**config.mk**
```make
export PLATFORM = sky130hd
export DESIGN_NAME = demux_stream
export DESIGN_NICKNAME = d
export VERILOG_FILES = /design/src/rtl/demux_pkg.sv /design/src/rtl/lane_fifo2.sv /design/src/rtl/demux_stream.sv
export SDC_FILE = /design/constraint.sdc
export NUM_CORES = 1
export LEC_CHECK = 0
export ABC_AREA = 1
export CAP_MARGIN = 20
export CORE_MARGIN = 5
export CORE_UTILIZATION = 45
export CTS_CLUSTER_DIAMETER = 80
export DETAILED_ROUTE_END_ITERATION = 8
export GPL_TIMING_DRIVEN = 0
export PLACE_DENSITY = 0.7
export SLEW_MARGIN = 10
export SYNTH_ARGS = -nofsm -noshare
export SYNTH_HDL_FRONTEND = slang
export SYNTH_SLANG_ARGS = --single-unit
```
**constraint.sdc**
```tcl
create_clock -name clk -period 2.23 [get_ports clk]
set_input_delay 0.446 -clock clk [delete_from_list [all_inputs] [get_ports clk]]
set_output_delay 0.446 -clock clk [all_outputs]
set_load 0.01 [all_outputs]
```
**src/rtl/demux_pkg.sv**
```systemverilog
// Shared definitions for the stream demultiplexer.
//   DEF_N_OUT / DEF_WIDTH : default lane count and payload width
//   lane_cnt_t            : occupancy of one 2-entry lane buffer (0..2)
//   selw()                : width of the lane-select field for a given lane count
package demux_pkg;

    localparam int DEF_N_OUT = 4;
    localparam int DEF_WIDTH = 32;

    typedef logic [1:0] lane_cnt_t;

    function automatic int selw(input int n);
        if (n <= 2) begin
            return 1;
        end
        return $clog2(n);
    endfunction

endpackage

```
**src/rtl/lane_fifo2.sv**
```systemverilog
// Two-entry FIFO holding the beats queued for one output lane.
//   clk, reset_n : clock, asynchronous active-low reset (clears storage too)
//   push, din    : write din when push and not full
//   pop          : drop the head entry when pop and not empty
//   full, empty  : occupancy flags from registered state
//   head         : oldest entry; held stable until popped
module lane_fifo2
    import demux_pkg::*;
#(
    parameter int WIDTH = DEF_WIDTH
) (
    input  logic             clk,
    input  logic             reset_n,
    input  logic             push,
    input  logic             pop,
    input  logic [WIDTH-1:0] din,
    output logic             full,
    output logic             empty,
    output logic [WIDTH-1:0] head
);

    logic [WIDTH-1:0] mem_q [2];
    logic             rd_ptr_q;
    lane_cnt_t        cnt_q;
    lane_cnt_t        cnt_d;
    logic             wr_ptr;
    logic             do_push;
    logic             do_pop;

    assign full  = (cnt_q == 2'd2);
    assign empty = (cnt_q == 2'd0);
    assign head  = mem_q[rd_ptr_q];

    always_comb begin
        do_push = push && !full;
        do_pop  = pop && !empty;
        // Write slot sits one past the head when one entry is held.
        wr_ptr  = rd_ptr_q ^ cnt_q[0];
        cnt_d   = cnt_q;
        case ({do_push, do_pop})
            2'b10:   cnt_d = cnt_q + 2'd1;
            2'b01:   cnt_d = cnt_q - 2'd1;
            default: cnt_d = cnt_q;
        endcase
    end

    always_ff @(posedge clk or negedge reset_n) begin
        if (!reset_n) begin
            mem_q[0] <= '0;
            mem_q[1] <= '0;
            rd_ptr_q <= 1'b0;
            cnt_q    <= 2'd0;
        end else begin
            if (do_push) begin
                mem_q[wr_ptr] <= din;
            end
            if (do_pop) begin
                rd_ptr_q <= ~rd_ptr_q;
            end
            cnt_q <= cnt_d;
        end
    end

endmodule

```
**src/rtl/demux_stream.sv**
```systemverilog
// Routes a valid/ready input stream to one of N_OUT output lanes, each
// buffered by a 2-entry FIFO. Beats addressed beyond the last lane are
// accepted and discarded, reported by a one-cycle drop_err pulse and a
// saturating 8-bit drop counter.
//   clk, reset_n                  : clock, asynchronous active-low reset
//   in_valid, in_ready            : input handshake
//   in_sel, in_data               : destination lane and payload
//   out_valid, out_ready          : per-lane handshake
//   out_data                      : per-lane head payload (packed array)
//   drop_err, drop_cnt            : discard pulse and saturating count
module demux_stream
    import demux_pkg::*;
#(
    parameter  int N_OUT = DEF_N_OUT,
    parameter  int WIDTH = DEF_WIDTH,
    localparam int SELW  = selw(N_OUT)
) (
    input  logic                        clk,
    input  logic                        reset_n,
    input  logic                        in_valid,
    output logic                        in_ready,
    input  logic [SELW-1:0]             in_sel,
    input  logic [WIDTH-1:0]            in_data,
    output logic [N_OUT-1:0]            out_valid,
    input  logic [N_OUT-1:0]            out_ready,
    output logic [N_OUT-1:0][WIDTH-1:0] out_data,
    output logic                        drop_err,
    output logic [7:0]                  drop_cnt
);

    logic [N_OUT-1:0]       push;
    logic [N_OUT-1:0]       full;
    logic [N_OUT-1:0]       empty;
    logic [(1<<SELW)-1:0]   full_ext;
    logic                   xfer;
    logic                   drop_err_q;
    logic                   drop_err_d;
    logic [7:0]             drop_cnt_q;
    logic [7:0]             drop_cnt_d;

    // Unused select codes read as never-full, so out-of-range beats are
    // always accepted. Only registered full flags feed in_ready; a lane
    // popping this cycle cannot open room for a push in the same cycle.
    always_comb begin
        full_ext            = '0;
        full_ext[N_OUT-1:0] = full;
    end

    assign in_ready = !full_ext[in_sel];
    assign xfer     = in_valid && in_ready;

    for (genvar i = 0; i < N_OUT; i++) begin : g_lane
        assign push[i]      = xfer && (in_sel == SELW'(i));
        assign out_valid[i] = !empty[i];

        lane_fifo2 #(
            .WIDTH(WIDTH)
        ) u_fifo (
            .clk     (clk),
            .reset_n (reset_n),
            .push    (push[i]),
            .pop     (out_valid[i] && out_ready[i]),
            .din     (in_data),
            .full    (full[i]),
            .empty   (empty[i]),
            .head    (out_data[i])
        );
    end

    // A transfer that decoded to no lane is a discard.
    always_comb begin
        drop_err_d = xfer && (push == '0);
        drop_cnt_d = drop_cnt_q;
        if (drop_err_d && (drop_cnt_q != 8'hFF)) begin
            drop_cnt_d = drop_cnt_q + 8'd1;
        end
    end

    always_ff @(posedge clk or negedge reset_n) begin
        if (!reset_n) begin
            drop_err_q <= 1'b0;
            drop_cnt_q <= 8'd0;
        end else begin
            drop_err_q <= drop_err_d;
            drop_cnt_q <= drop_cnt_d;
        end
    end

    assign drop_err = drop_err_q;
    assign drop_cnt = drop_cnt_q;

endmodule

```
# ---- After elaboration in Yosys (flattened, before gate mapping)
# Cells that the tools add are included.
dict set report word_totals {
  reg_bits 277
  latch_bits 0
  ram_bits 0
  rom_bits 0
  input_bits 41
  output_inout_bits 142
  elab_cells 144
  mem_count 0
}
dict set report classes {
  n_addsub 9
  multipliers 0
  div_mod_pow 0
  magnitude_cmp 13
  n_eq_ne 16
  n_shift 0
  n_mux 30
  n_bitwise 16
  reduce_logical 42
}
# operator count
set ops {}
lappend ops {{two-way mux 32 bit} 16}
lappend ops {{bitwise mux 64 bit} 4}
lappend ops {{demux 32 bit (select 1 bit)} 4}
lappend ops {{logical AND 1 bit} 23}
lappend ops {{== test 2 bit, second input constant} 10}
lappend ops {{greater-or-equal comparator 2 bit, second input constant} 8}
lappend ops {{NOT 1 -> 2 bit} 8}
lappend ops {{one-hot mux 2 bit (2 select lines)} 4}
lappend ops {{== test 2 x 1 -> 1 bit, second input constant} 5}
lappend ops {{logical NOT 2 bit} 5}
lappend ops {{logical NOT 1 bit} 9}
lappend ops {{adder 2 x 1 -> 2 bit, second input constant} 4}
lappend ops {{adder 8 x 1 -> 8 bit, second input constant} 1}
lappend ops {{< comparator 2 x 1 -> 1 bit, second input constant} 4}
lappend ops {{!= test 8 bit, second input constant} 1}
lappend ops {{nonzero test 2 bit} 4}
lappend ops {{subtractor 2 x 1 -> 2 bit, second input constant} 4}
lappend ops {{logical NOT 4 bit} 1}
lappend ops {{NOT 1 bit} 4}
lappend ops {{XOR 1 bit} 4}
lappend ops {{< comparator 2 x 3 -> 1 bit, second input constant} 1}
lappend ops {{binary-select mux 1 bit (select 2 bit)} 1}
lappend ops {{two-way mux 1 bit} 1}

# ---- Depth between registers and ports, before layout
dict set report depth {
  ltp_word 9
  mapped_depth 13
  ltp_nobuf 12
}

# ---- By module
# Synthesis repeated with hierarchy kept, for this count alone.
dict set report unflattened {
  hier_cells 1691
  area_unflattened_um2 13017.5
}
# mod n_inst cells_each area_per_inst_um2 seq_area_each_um2
set by_module_without_submodules {}
lappend by_module_without_submodules {lane_fifo2 4 410 3153.0 1676.6}
lappend by_module_without_submodules {demux_stream 1 51 405.4 225.2}

# ---- Worst setup path before layout
# OpenSTA, ideal clock, no wires.
dict set report synth_path {
  path_type {register to register}
  startpoint {register g_lane[0].u_fifo.cnt_q[0]}
  endpoint {register g_lane[2].u_fifo.cnt_q[1]}
  setup_ns 0.131
  arrival_ns 1.988
  slack_ns 0.112
  stages_incl_launch_ff 14
  n_path_buf 2
  synth_period_minus_slack_ns 2.118
  cell_sequence {dfrtp_1 -> clkbuf_1 -> nor2_1 -> nand2_1 -> nand2_4 -> inv_1 -> nand3_2 -> nor2_1 -> clkbuf_1 -> inv_1 -> ha_1 -> a21oi_1 -> o21ai_0 -> xor2_1}
}
dict set report synth_between {
  elab_chain_cells 9
  elab_cells_between_ends 11
  cone_classes {eq/ne: 3; mux: 3; reduce/logical: 5}
}
# element line
set synth_lines {}
lappend synth_lines {{start: declaration} lane_fifo2.sv:24} ;# lane_cnt_t cnt_q;
lappend synth_lines {{start signal: assignment} lane_fifo2.sv:60} ;# cnt_q <= cnt_d;
lappend synth_lines {{== test 2 bit (*)} lane_fifo2.sv:30} ;# assign full = (cnt_q == 2'd2);
lappend synth_lines {{binary-select mux 1 bit (select 2 bit) (*)} demux_stream.sv:49} ;# assign in_ready = !full_ext[in_sel];
lappend synth_lines {{two-way mux 1 bit (not written as such) (*)} demux_stream.sv:49}
lappend synth_lines {{logical NOT 1 bit (*)} demux_stream.sv:49}
lappend synth_lines {{logical AND 1 bit (*)} demux_stream.sv:50} ;# assign xfer = in_valid && in_ready;
lappend synth_lines {{logical AND 1 bit (*)} demux_stream.sv:53} ;# assign push[i] = xfer && (in_sel == SELW'(i));
lappend synth_lines {{logical AND 1 bit (*)} lane_fifo2.sv:35} ;# do_push = push && !full;
lappend synth_lines {{== test 2 x 1 -> 1 bit or == test 2 bit (tied branches)} lane_fifo2.sv:40} ;# case ({do_push, do_pop})
lappend synth_lines {{one-hot mux 2 bit (2 select lines) or nonzero test 2 bit (tied branches)} --}
lappend synth_lines {{end signal: assignment} lane_fifo2.sv:60}
lappend synth_lines {{end: declaration} lane_fifo2.sv:24}
# Every way passes the cells marked *; elsewhere a longest branch is shown, timed or not. The select of a mux whose other input is x is not followed.
# A chain may end at the register's enable or synchronous reset.

==> summary.txt <==
status: finished, final reports clean
Main synth FF type: dfrtp_1
hold path start: in_data[2]
TritonCTS clock tree: yes
Yosys reg bits: 277
fin cells: 2267
CP Capture Type: output pin
design area: 0.0162 mm2
clock slew at reported path FFs: 0.06 ns
Reg2Reg Depth: 13
Num CTS Buffers: 30
Slew headroom: 45.9%
first drt pass iteration count: 5
R2R Setup Slk: 0.06 ns
Detailed Place HPWL: 26.2 mm
chip width: 180 um
dpl ws: -0.858 ns
final setup margin: 0.0306 ns
sequential fraction of the synthesis area: 53.6%
share of layout cells above drive strength 1: 12.8%
total negative slack: 0 ns
sink count of the clock tree: 277
GRT Resource Usage Total: 22.1%
Cell Pwr Density: 1540 mW/mm2
Post-route DRC: 0
Clk Latency, worst-skew pair: 0.55 ns
Fin. Hold Viols: 0
Starting Density: 45.3%
ys async rst share: 100%
Post-synth EDFFs: 0
slowest stage cell, crit path: dfrtp_1
syn nets: 1711
synthesized cell area: 0.0129 mm2
min Tclk post-route: 2.20 ns
IO Port Bufs: 150
dpl cell area: 0.0150 mm2
Post-Synthesis Cells: 1666
antenna violations before repair: 2
largest net degree at the start of global routing: 113
Netlist cell types: 27
Fmax achieved: 0.455 GHz
Max Transition Viols Final: 0
Core Util, Final: 56.7%
total die area: 0.0322 mm2
total gr overflow: 0
leak pwr: 8.95 nW
CP Cell Sequence: buf_6, clkinv_4, clkbuf_8, nand2_1, nand2_1, clkdlybuf4s15_1
Hold Path Class: in2reg
Critical R2R Capture: g_lane[2].u_fifo.cnt_q[1]$_DFFE_PN0P_
Ys Warns: 0
Setup Viol. Count Final: 0
Commonest cells post-synth: nand2_1, dfrtp_1, nand3_1
number of global-route vias before repair: 10900
RSZ-0062 raised after global routing: true
Vias: 11100
Worst setup SP type: register
most frequent CP cell: nand2_1
Crit Path Category: reg2out
Area Overhead vs Synth: 25.1%
io pins: 183
worst slew pin tran: 0.811 ns
Yosys top cell by area: dfrtp_1
Clock Root Buffer: clkbuf_16
synth top area cells: dfrtp_1, nand2_1, nand3_1, nand2_2, buf_6
post-route ant nets: 0
Iteration-0 DRC Markers: 935
WP data required: 1.78 ns
CTS H-tree depth: 1
most numerous cell in the Yosys netlist: nand2_1
hold-critical path depth: 3
destination of the worst hold path: g_lane[0].u_fifo.mem_q[2]$_DFFE_PN0P_
total of max-cap violations: 0
Clock Path Buffers: 3
first-pass GRT wire length: 58.6 mm
Max IR drop VDD: 0.814 mV
routed len/inst: 16.2 um
placed instance count: 2202
# rows: 62
reg2reg start: g_lane[1].u_fifo.cnt_q[1]$_DFFE_PN0P_
Max FO, Critical Path: 10
max incr delay on CP: 0.37 ns
routed vias/inst: 4.88
Core ar.: 0.0285 mm2
GP Congestion: 0.896
total wire length: 36.8 mm
post-synth top area share: 53.6%
crit share post-route: 98.6%
Post-Route Skew: 0.0138 ns
Worst Path Arrival: 1.75 ns
DIE HEIGHT: 180 um
syn_area_per_cell: 7.76 um2
NumNets Final: 1904
[how the worst max path moves through the flow]
stage	startpoint	endpoint	cells after the start
floorplan	g_lane[0].u_fifo.cnt_q[0]$_DFFE_PN0P_	g_lane[2].u_fifo.cnt_q[1]$_DFFE_PN0P_	13
global placement	reset_n	g_lane[2].u_fifo.mem_q[13]$_DFFE_PN0P_	1
detailed placement	in_sel[0]	g_lane[2].u_fifo.cnt_q[1]$_DFFE_PN0P_	13
CTS	g_lane[1].u_fifo.rd_ptr_q$_DFFE_PN0P_	out_data[44]	6
global route	g_lane[1].u_fifo.cnt_q[0]$_DFFE_PN0P_	g_lane[3].u_fifo.cnt_q[1]$_DFFE_PN0P_	13
finish	g_lane[3].u_fifo.rd_ptr_q$_DFFE_PN0P_	out_data[127]	6
[cell usage in the layout (no fill, tap or decap), types with 20 or more instances in the layout]
cell             synthesis  layout
buf_1                   33      31
buf_2                   26      25
buf_4                    6      20
buf_6                   17      20
clkbuf_1                48      26
clkbuf_16                0      32
clkbuf_2                 0      27
clkbuf_8                 0      26
clkdlybuf4s15_1          0      40
dfrtp_1                277     272
dlygate4sd2_1            0      60
inv_1                   21      21
nand2_1               1009    1007
nand2_2                 32      34
nand3_1                131     131
[power by group]
group	leakage [nW]	total (W)	switching (W)	internal (W)
Clock	0.519	0.00520	0.00202	0.00318
Sequential	3.47	0.00859	0.00130	0.00728
Combinational	4.97	0.0112	0.00676	0.00446
[sequential cells by signal, indices dropped and copies added (netlist names)]
signal and flops:
g_lane.u_fifo.cnt_q 8, g_lane.u_fifo.rd_ptr_q 4, drop_cnt 8, g_lane.u_fifo.mem_q 256, drop_err 1
[logic make-up after synthesis]
| group | Yosys count | synth area share [%] |
|---|---|---|
| adders and majority gates | 4 | 0.387 |
| AOI/OAI and AO/OA | 8 | 0.310 |
| buffers and inverters | 161 | 6.34 |
| DFF | 277 | 53.6 |
| other | 1 | 0.0290 |
| xor gates and xnor gates | 16 | 1.20 |
| and+or+nand+nor | 1199 | 38.1 |
[stage by stage]
stage / power (W) / hold slack (ns)
after floorplan: 0.0148 / 0.150
after global placement: 0.0200 / 0.441
after detailed placement: 0.0203 / 0.447
after CTS: 0.0251 / 0.278
after global routing: 0.0267 / 0.316
final: 0.0250 / 0.302
[metal layers]
layer  up-vias  global-route usage, %  part of all wire, %
met1      5205                   30.2                   44
met4         0                   6.10                  2.8
li1       5452                      -                    -
met3        63                   3.72                  5.9
met5         -                      0                    0
met2       336                   36.9                   48
[timing repair]
item / 4_1_cts / 5_1_grt
hold endpoints to repair: 39 / 0
pin swaps: 1 / 0
hold buffers: 1 / 0
endpoints found under the setup margin: 135 / 72
gates resized for setup: 248 / 88
buffers inserted: 8 / 3
[critical path: cells and delay by family (launching register included)]
kind	cells	cell delay (ns)
buffers and inverters	4	0.65
flip-flops	1	0.37
AND/OR/NAND/NOR	2	0.19
[cell type report]
| cell class | count | area, um2 |
|---|---|---|
| inverter | 28 | 125 |
| clock buffer | 45 | 918 |
| antenna | 1 | 2.50 |
| sequential | 277 | 6940 |
| timing repair buffer | 164 | 1450 |
| buffer | 130 | 938 |
| multi-input combinational | 1228 | 5200 |
| fill | 2703 | 12400 |
| clock inverter | 10 | 131 |
| tap | 384 | 480 |
Note: power is estimated with default switching activity, not from simulation.
